--- config.mk ---
export PLATFORM = sky130hd
export DESIGN_NAME = ram_512_loader
export DESIGN_NICKNAME = d
export VERILOG_FILES = /design/src/rtl/ram_512_loader.sv
export SDC_FILE = /design/constraint.sdc
export NUM_CORES = 1
export LEC_CHECK = 0
export CORE_UTILIZATION = 39
export CTS_BUF_LIST = sky130_fd_sc_hd__clkbuf_8
export CTS_CLUSTER_SIZE = 40
export DETAILED_ROUTE_END_ITERATION = 10
export MAX_ROUTING_LAYER = met4
export PLACE_DENSITY_LB_ADDON = 0.25
export SLEW_MARGIN = 20
export SYNTH_ARGS = -nofsm -noshare
export SYNTH_HDL_FRONTEND = slang
export SYNTH_SLANG_ARGS = --single-unit
--- constraint.sdc ---
create_clock -name clk -period 6.2 [get_ports clk]
set_input_delay 1.86 -clock clk [delete_from_list [all_inputs] [get_ports clk]]
set_output_delay 1.86 -clock clk [all_outputs]
set_load 0.05 [all_outputs]
--- src/rtl/ram_512_loader.sv ---
// ram_512_loader
// ----------------------------------------------------------------------------
// Bulk-write front end placed directly in front of a 512 x 16 RAM. While idle
// it passes the CPU write port through unchanged. On `start` it streams a block
// of words from a valid/ready source into consecutive (wrapping) addresses. On
// `clear` it writes FILL_VALUE to every address, when that feature is built.
//
// Build option:
//   RAM512_LOADER_CLEAR_EN  when defined, builds the CLEAR sequence and makes
//                           `clear` functional. When undefined, `clear` is
//                           ignored. The port list is the same in both builds.
//
// Parameters:
//   FILL_VALUE     word written by the clear sequence
//
// Ports:
//   clk            system clock, rising edge
//   reset          synchronous active-high reset
//   start          one-cycle load request (IDLE only)
//   start_address  first RAM address of the load, sampled with start
//   count          words to load (0..512, larger values saturate to 512)
//   clear          one-cycle clear request (IDLE only, wins over start)
//   s_data/s_valid stream input; s_ready is high while loading
//   cpu_in/cpu_address/cpu_load  CPU write port, passed through in IDLE
//   ram_in/ram_address/ram_load  drive the RAM write port
//   busy           high in LOAD or CLEAR
//   done           one-cycle completion pulse
//   words_written  words written by the current or last operation
// ----------------------------------------------------------------------------
module ram_512_loader #(
  parameter logic [15:0] FILL_VALUE = 16'h0000
) (
  input  logic        clk,
  input  logic        reset,
  input  logic        start,
  input  logic [8:0]  start_address,
  input  logic [9:0]  count,
  input  logic        clear,
  input  logic [15:0] s_data,
  input  logic        s_valid,
  output logic        s_ready,
  input  logic [15:0] cpu_in,
  input  logic [8:0]  cpu_address,
  input  logic        cpu_load,
  output logic [15:0] ram_in,
  output logic [8:0]  ram_address,
  output logic        ram_load,
  output logic        busy,
  output logic        done,
  output logic [9:0]  words_written
);

  localparam logic [1:0] ST_IDLE  = 2'd0;
  localparam logic [1:0] ST_LOAD  = 2'd1;
  localparam logic [1:0] ST_CLEAR = 2'd2;
  localparam logic [1:0] ST_DONE  = 2'd3;

  logic [1:0] state_q, state_d;
  logic [8:0] ptr_q, ptr_d;
  logic [9:0] remaining_q, remaining_d;
  logic [9:0] words_q, words_d;
  logic [9:0] count_sat;

  // Requests above the array size are clamped so a load never laps itself.
  assign count_sat = (count > 10'd512) ? 10'd512 : count;

`ifndef RAM512_LOADER_CLEAR_EN
  // Clear feature not built: the input and fill word are intentionally unused.
  logic unused_clear;
  assign unused_clear = ^{clear, FILL_VALUE};
`endif

  // Next-state logic.
  // NOTE: every variable gets a default at the top of the block so no path
  // leaves it unassigned, which would otherwise infer a latch.
  always_comb begin
    state_d     = state_q;
    ptr_d       = ptr_q;
    remaining_d = remaining_q;
    words_d     = words_q;
    case (state_q)
      ST_IDLE: begin
`ifdef RAM512_LOADER_CLEAR_EN
        if (clear) begin
          state_d = ST_CLEAR;
          ptr_d   = 9'd0;
          words_d = 10'd0;
        end else
`endif
        if (start) begin
          ptr_d       = start_address;
          remaining_d = count_sat;
          words_d     = 10'd0;
          state_d     = (count_sat == 10'd0) ? ST_DONE : ST_LOAD;
        end
      end
      ST_LOAD: begin
        // s_ready is 1 throughout LOAD, so s_valid alone marks a transfer.
        if (s_valid) begin
          ptr_d       = ptr_q + 9'd1;     // wraps 511 -> 0 by width
          words_d     = words_q + 10'd1;
          remaining_d = remaining_q - 10'd1;
          if (remaining_q == 10'd1) state_d = ST_DONE;
        end
      end
`ifdef RAM512_LOADER_CLEAR_EN
      ST_CLEAR: begin
        ptr_d   = ptr_q + 9'd1;
        words_d = words_q + 10'd1;
        if (ptr_q == 9'd511) state_d = ST_DONE;
      end
`endif
      ST_DONE: state_d = ST_IDLE;
      default: state_d = ST_IDLE;
    endcase
  end

  // RAM port mux. The write lands on the same edge the transfer is accepted.
  always_comb begin
    ram_in      = cpu_in;
    ram_address = cpu_address;
    ram_load    = cpu_load;
    s_ready     = 1'b0;
    case (state_q)
      ST_IDLE: ;
      ST_LOAD: begin
        ram_in      = s_data;
        ram_address = ptr_q;
        ram_load    = s_valid;
        s_ready     = 1'b1;
      end
`ifdef RAM512_LOADER_CLEAR_EN
      ST_CLEAR: begin
        ram_in      = FILL_VALUE;
        ram_address = ptr_q;
        ram_load    = 1'b1;
      end
`endif
      default: begin
        // DONE (or an unbuilt state): CPU writes are dropped, not queued.
        ram_in      = 16'h0000;
        ram_address = ptr_q;
        ram_load    = 1'b0;
      end
    endcase
    // Reset must never disturb RAM contents, and no handshake completes.
    if (reset) begin
      ram_load = 1'b0;
      s_ready  = 1'b0;
    end
  end

  // NOTE: sequential state uses non-blocking assignments so all registers
  // update together from values sampled before the edge.
  always_ff @(posedge clk) begin
    if (reset) begin
      state_q     <= ST_IDLE;
      ptr_q       <= 9'd0;
      remaining_q <= 10'd0;
      words_q     <= 10'd0;
    end else begin
      state_q     <= state_d;
      ptr_q       <= ptr_d;
      remaining_q <= remaining_d;
      words_q     <= words_d;
    end
  end

  assign busy          = (state_q == ST_LOAD) || (state_q == ST_CLEAR);
  assign done          = (state_q == ST_DONE);
  assign words_written = words_q;

endmodule

-- Word-level counts from Yosys, hierarchy flattened
Cells that the tools add are included.
- flip-flop bits (word level): 31
- memory bits (writable): 0
- word-level logic and storage cells: 42
- memories kept: 0
- latch bits: 0
- output and inout bits: 39
- input port bits: 66
- bits in read-only memories: 0
- div/mod/pow operators: 0
- multiply operators: 0
- add/sub/neg operators: 3
- equal/unequal tests: 7
- shift operators: 0
- reduce and logical (&&, ||, !) cells: 6
- bitwise operators: 0
- multiplexer cells: 21
- order comparisons: 1
- operator list (operator ; count):
    $mux W10 ; 5
    $pmux W10 S2 ; 2
    $pmux W16 S2 ; 1
    $mux W9 ; 3
    $pmux W9 S2 ; 1
    $add A10 B1 Y10 const B ; 1
    $eq A10 B1 Y1 const B ; 1
    $gt A10 B10 Y1 const B ; 1
    $logic_not A10 Y1 ; 1
    $sub A10 B1 Y10 const B ; 1
    $add A9 B1 Y9 const B ; 1
    $mux W2 ; 4
    $ne A2 B2 Y1 const B ; 3
    $reduce_and A3 Y1 ; 2
    $eq A2 B2 Y1 const B ; 2
    $pmux W2 S2 ; 1
    $mux W1 ; 3
    $eq A2 B1 Y1 const B ; 1
    $logic_not A2 Y1 ; 1
    $pmux W1 S2 ; 1
    $reduce_bool A2 Y1 ; 1
    $logic_or A1 B1 Y1 ; 1

-- Logic depth before layout (Yosys ltp)
Gate-level depths: netlist of run 1.
- depth in word-level cells: 6
- depth in mapped cells: 8
- gate-level depth less buffers: 6

-- Least setup slack after synthesis of run 1
No wires, ideal clock.
- kind: input -> output
- start point: input port reset
- end point: output port ram_load
- arrival: 2.912 ns
- buffers on the path: 2
- setup slack: 1.428 ns
- cell stages on the path: 3
- data required time: 4.340 ns
- path through: clkbuf_1 -> buf_1 -> nor2_1
- word-level cells in the longest chain between the ends: 1
- ends and longest elaborated chain (what ; RTL line ; text):
    start: declaration ; 34 ; input logic reset,
    $mux W1 ; 147 ; if (reset) begin
    end: declaration ; 47 ; output logic ram_load,
No other way between the ends.

-- Final worst setup path of run 1
- start point: input port s_valid
- end point: output port ram_load
- word-level cells in the longest chain between the ends: 2
- ends and longest elaborated chain (what ; RTL line ; text):
    start: declaration ; 40 ; input logic s_valid,
    $pmux W1 S2 ; 124 ; case (state_q)
    $mux W1 ; 147 ;
No other way between the ends.

==> results of run 1 <==
per-layer routing:
metal	GRT usage [%]	wire length, µm	up-vias
met5	-	0	-
met4	8.230	98	0
met3	4.233	526	9
met2	40.87	3125	100
met1	28.92	2871	1165
li1	-	-	1212
flip-flops by register name (all words and copies together) (netlist names):
register	count
state_q	2
words_written	10
remaining_q	10
ptr_q	9
report_power, final:
group          internal [W]  switching, W
clock network     0.0000870     0.0000765
logic              0.000438      0.000744
registers          0.000255     0.0000671
total              0.000780      0.000888
critical path, cell delays in order:
cell	delay (ns)
clkdlybuf4s50_1	0.74
a22oi_1	0.17
nor2_1	0.12
clkdlybuf4s50_1	0.82
final timing paths:
| kind | startpoint | endpoint | slack (ns) | cells after the start |
|---|---|---|---|---|
| max reg2reg | state_q[1]$_SDFFE_PP0P_ | remaining_q[2]$_SDFFE_PP0P_ | 3.86 | 7 |
| min reg2reg | words_written[9]$_SDFFE_PP0P_ | words_written[9]$_SDFFE_PP0P_ | 0.48 | 2 |
| min | words_written[9]$_SDFFE_PP0P_ | words_written[9]$_SDFFE_PP0P_ | 0.48 | 2 |
| max | s_valid | ram_load | 0.62 | 4 |
cell usage after synthesis, types with 2 or more instances:
| cell type | count |
|---|---|
| a21oi_1 | 23 |
| nand3_1 | 12 |
| clkbuf_1 | 11 |
| nor2b_1 | 4 |
| and4_1 | 2 |
| a22o_1 | 17 |
| a31oi_1 | 5 |
| or4_1 | 2 |
| nand2_1 | 21 |
| mux2_2 | 9 |
| dfxtp_1 | 31 |
| buf_1 | 5 |
| nand4_1 | 6 |
| nor3b_1 | 4 |
| o2bb2ai_1 | 2 |
| nand3b_1 | 2 |
| nor2_1 | 12 |
| inv_1 | 8 |
| a41oi_1 | 2 |
| nor3_1 | 7 |
| nand2b_1 | 3 |
| or2_2 | 4 |
| a32o_1 | 4 |
| or3_1 | 8 |
| a211oi_1 | 4 |
| nor4b_1 | 2 |
| o21ai_0 | 22 |
| mux2i_1 | 2 |
| a21o_1 | 3 |
| a2111oi_0 | 2 |
| ha_1 | 7 |
| buf_2 | 2 |
metrics by stage:
step	worst slack (ns)	power [W]	util, %	cells
finish	0.6246	0.001668	63.69	433
global route	0.5160	0.001782	63.69	433
CTS	0.6255	0.001666	63.57	433
detailed placement	0.6553	0.001498	61.88	426
global placement	0.7326	0.001482	61.88	426
floorplan	1.428	0.001161	-	267
kinds of logic (layout without fill, tap and decap cells):
group	count (synthesis)	after routing	synth area share (%)
xor+xnor	1	1	0.4138
buf+inv	26	122	4.728
simple gates	96	96	25.12
compound gates	95	95	30.56
fa+ha+maj	7	7	4.137
flops	31	31	29.31
mux	11	11	5.733
cell type report:
| type | count | area share, % |
|---|---|---|
| Sequential cell | 31 | 18.84 |
| Clock inverter | 1 | 0.1519 |
| Clock buffer | 6 | 2.507 |
| Timing Repair Buffer | 107 | 32.21 |
| Inverter | 8 | 0.9115 |
| Multi-Input combinational cell | 210 | 42.73 |
| Tap cell | 70 | 2.659 |
==> impl_metrics.toml, run 1 <==
[drt]
ant_nets = 0
wirelength_um = 6622
routedWlPerCell_um = 15.29
dr.pass1.iters = 4
vias = 2486
route.detailed.drc = 0
vias_per_cell = 5.741
drt-initial-drc-count = 165

[placed_design]
port_buffers = 103
gp_congestion = 0.8752
dpl-instance-area_um2 = 3201
hpwl_um = 4781

[status]
outcome = "complete, no violations"

[final_layout]
postLayoutCellArea_um2 = 3294
n_fill_cell = 439
final_common_cell = "clkdlybuf4s50_1"
multi_input_area_um2 = 1408
area_growth_pct = 55.61
antenna_cells = 0
num-nets-final = 436
seq_area_um2 = 620.6
mostFrequentLayoutCells = "103 x clkdlybuf4s50_1, 31 x dfxtp_1, 23 x a21oi_1, 22 x o21ai_0, 21 x nand2_1"
drive_gt1_share_pct = 7.713

[critical_path]
cp.arrival_ns = 3.72
crit_fanout = 11
critPathRequiredTime_ns = 4.34
critPathKind = "in2out"
start_kind = "input pin"
cp-end-kind = "output pin"

[power_and_ir_drop]
vdd_drop_max_uv = 292.8
p_per_area_nw_per_um2 = 506.3
leakage_nw = 1.190

[run]
maxCapViolCount = 0

[die]
core_um2 = 5172
fp.dieH_um = 75.68
num_rows = 26
pin_count = 105
die_w_um = 75.68
start_util_pct = 40.93
die_area_um2 = 5727

[timing]
setup_viol = 0
final-max-slew-violation-count = 0
slew_headroom_pct = 48.39
hold_viol = 0
min_period_over_period_pct = 89.93
fmax_mhz = 179.4
setup_tns_ns = 0
finClkSkew_ns = 0.004806
rsz0062_at_grt = "false"
holdWs_ns = 0.4823
post-route-min-period_ns = 5.575
worstMarginPinSlew_ns = 0.7725

[clock_network]
root_buffer = "clkbuf_8"
cts_hold_buf = 0
clkSlewWorstSetupHoldPaths_ns = 0.07
cts_buffer_depth = 2
cts_sinks = 31
clk-insertion-delay-late_ns = 0.29
cts_buffers = 5
cts_tree = "built"
post-cts-setup-buffers = 0
cts_resized = 0
h-tree-depth = 2

[grt]
antenna_found_initial = 0
grt_pass1_wl_um = 10180
grt-ovfl-total = 0
groute.usage.overall_pct = 24.14
grt_max_degree = 35
grt_pass1_vias = 2196

[logic_synthesis]
synth_ff_type = "dfxtp_1"
syn-instance-count = 267
ys_ff_latch = 31
syn-num-nets = 340
synthDistinctLibCells = 51
async_reset_ff_share_pct = 0
avgSynthCellArea_um2 = 7.929
synth-seq-area-share_pct = 29.31
yosys-top-cells-area = "dfxtp_1 29%, a22o_1 7.0%, a21oi_1 5.4%, o21ai_0 5.2%, mux2_2 4.8%"
synth-edff-count = 0
synth_area_um2 = 2117
yosys.area.top_type = "dfxtp_1"
yosys_warnings = 0
synth_top_area_share_pct = 29.31

[worst_hold_path]
worstHoldPathType = "reg2reg"
(Power assumes the default switching activity.)
==> run 2: changes to the inputs <==
--- a/config.mk
+++ b/config.mk
@@ -9,6 +9,7 @@
 export CTS_BUF_LIST = sky130_fd_sc_hd__clkbuf_8
 export CTS_CLUSTER_SIZE = 40
 export DETAILED_ROUTE_END_ITERATION = 10
+export HOLD_SLACK_MARGIN = 0.06
 export MAX_ROUTING_LAYER = met4
 export PLACE_DENSITY_LB_ADDON = 0.25
 export SLEW_MARGIN = 20
==> results of run 2 <==
No change in the layout: final DEF, timing and power equal those of run 1.
==> run 3: changes to the inputs <==
--- a/config.mk
+++ b/config.mk
@@ -9,7 +9,6 @@
 export CTS_BUF_LIST = sky130_fd_sc_hd__clkbuf_8
 export CTS_CLUSTER_SIZE = 40
 export DETAILED_ROUTE_END_ITERATION = 10
-export HOLD_SLACK_MARGIN = 0.06
 export MAX_ROUTING_LAYER = met4
 export PLACE_DENSITY_LB_ADDON = 0.25
 export SLEW_MARGIN = 20
==> results of run 3 <==
No change in the layout: final DEF, timing and power equal those of run 1.
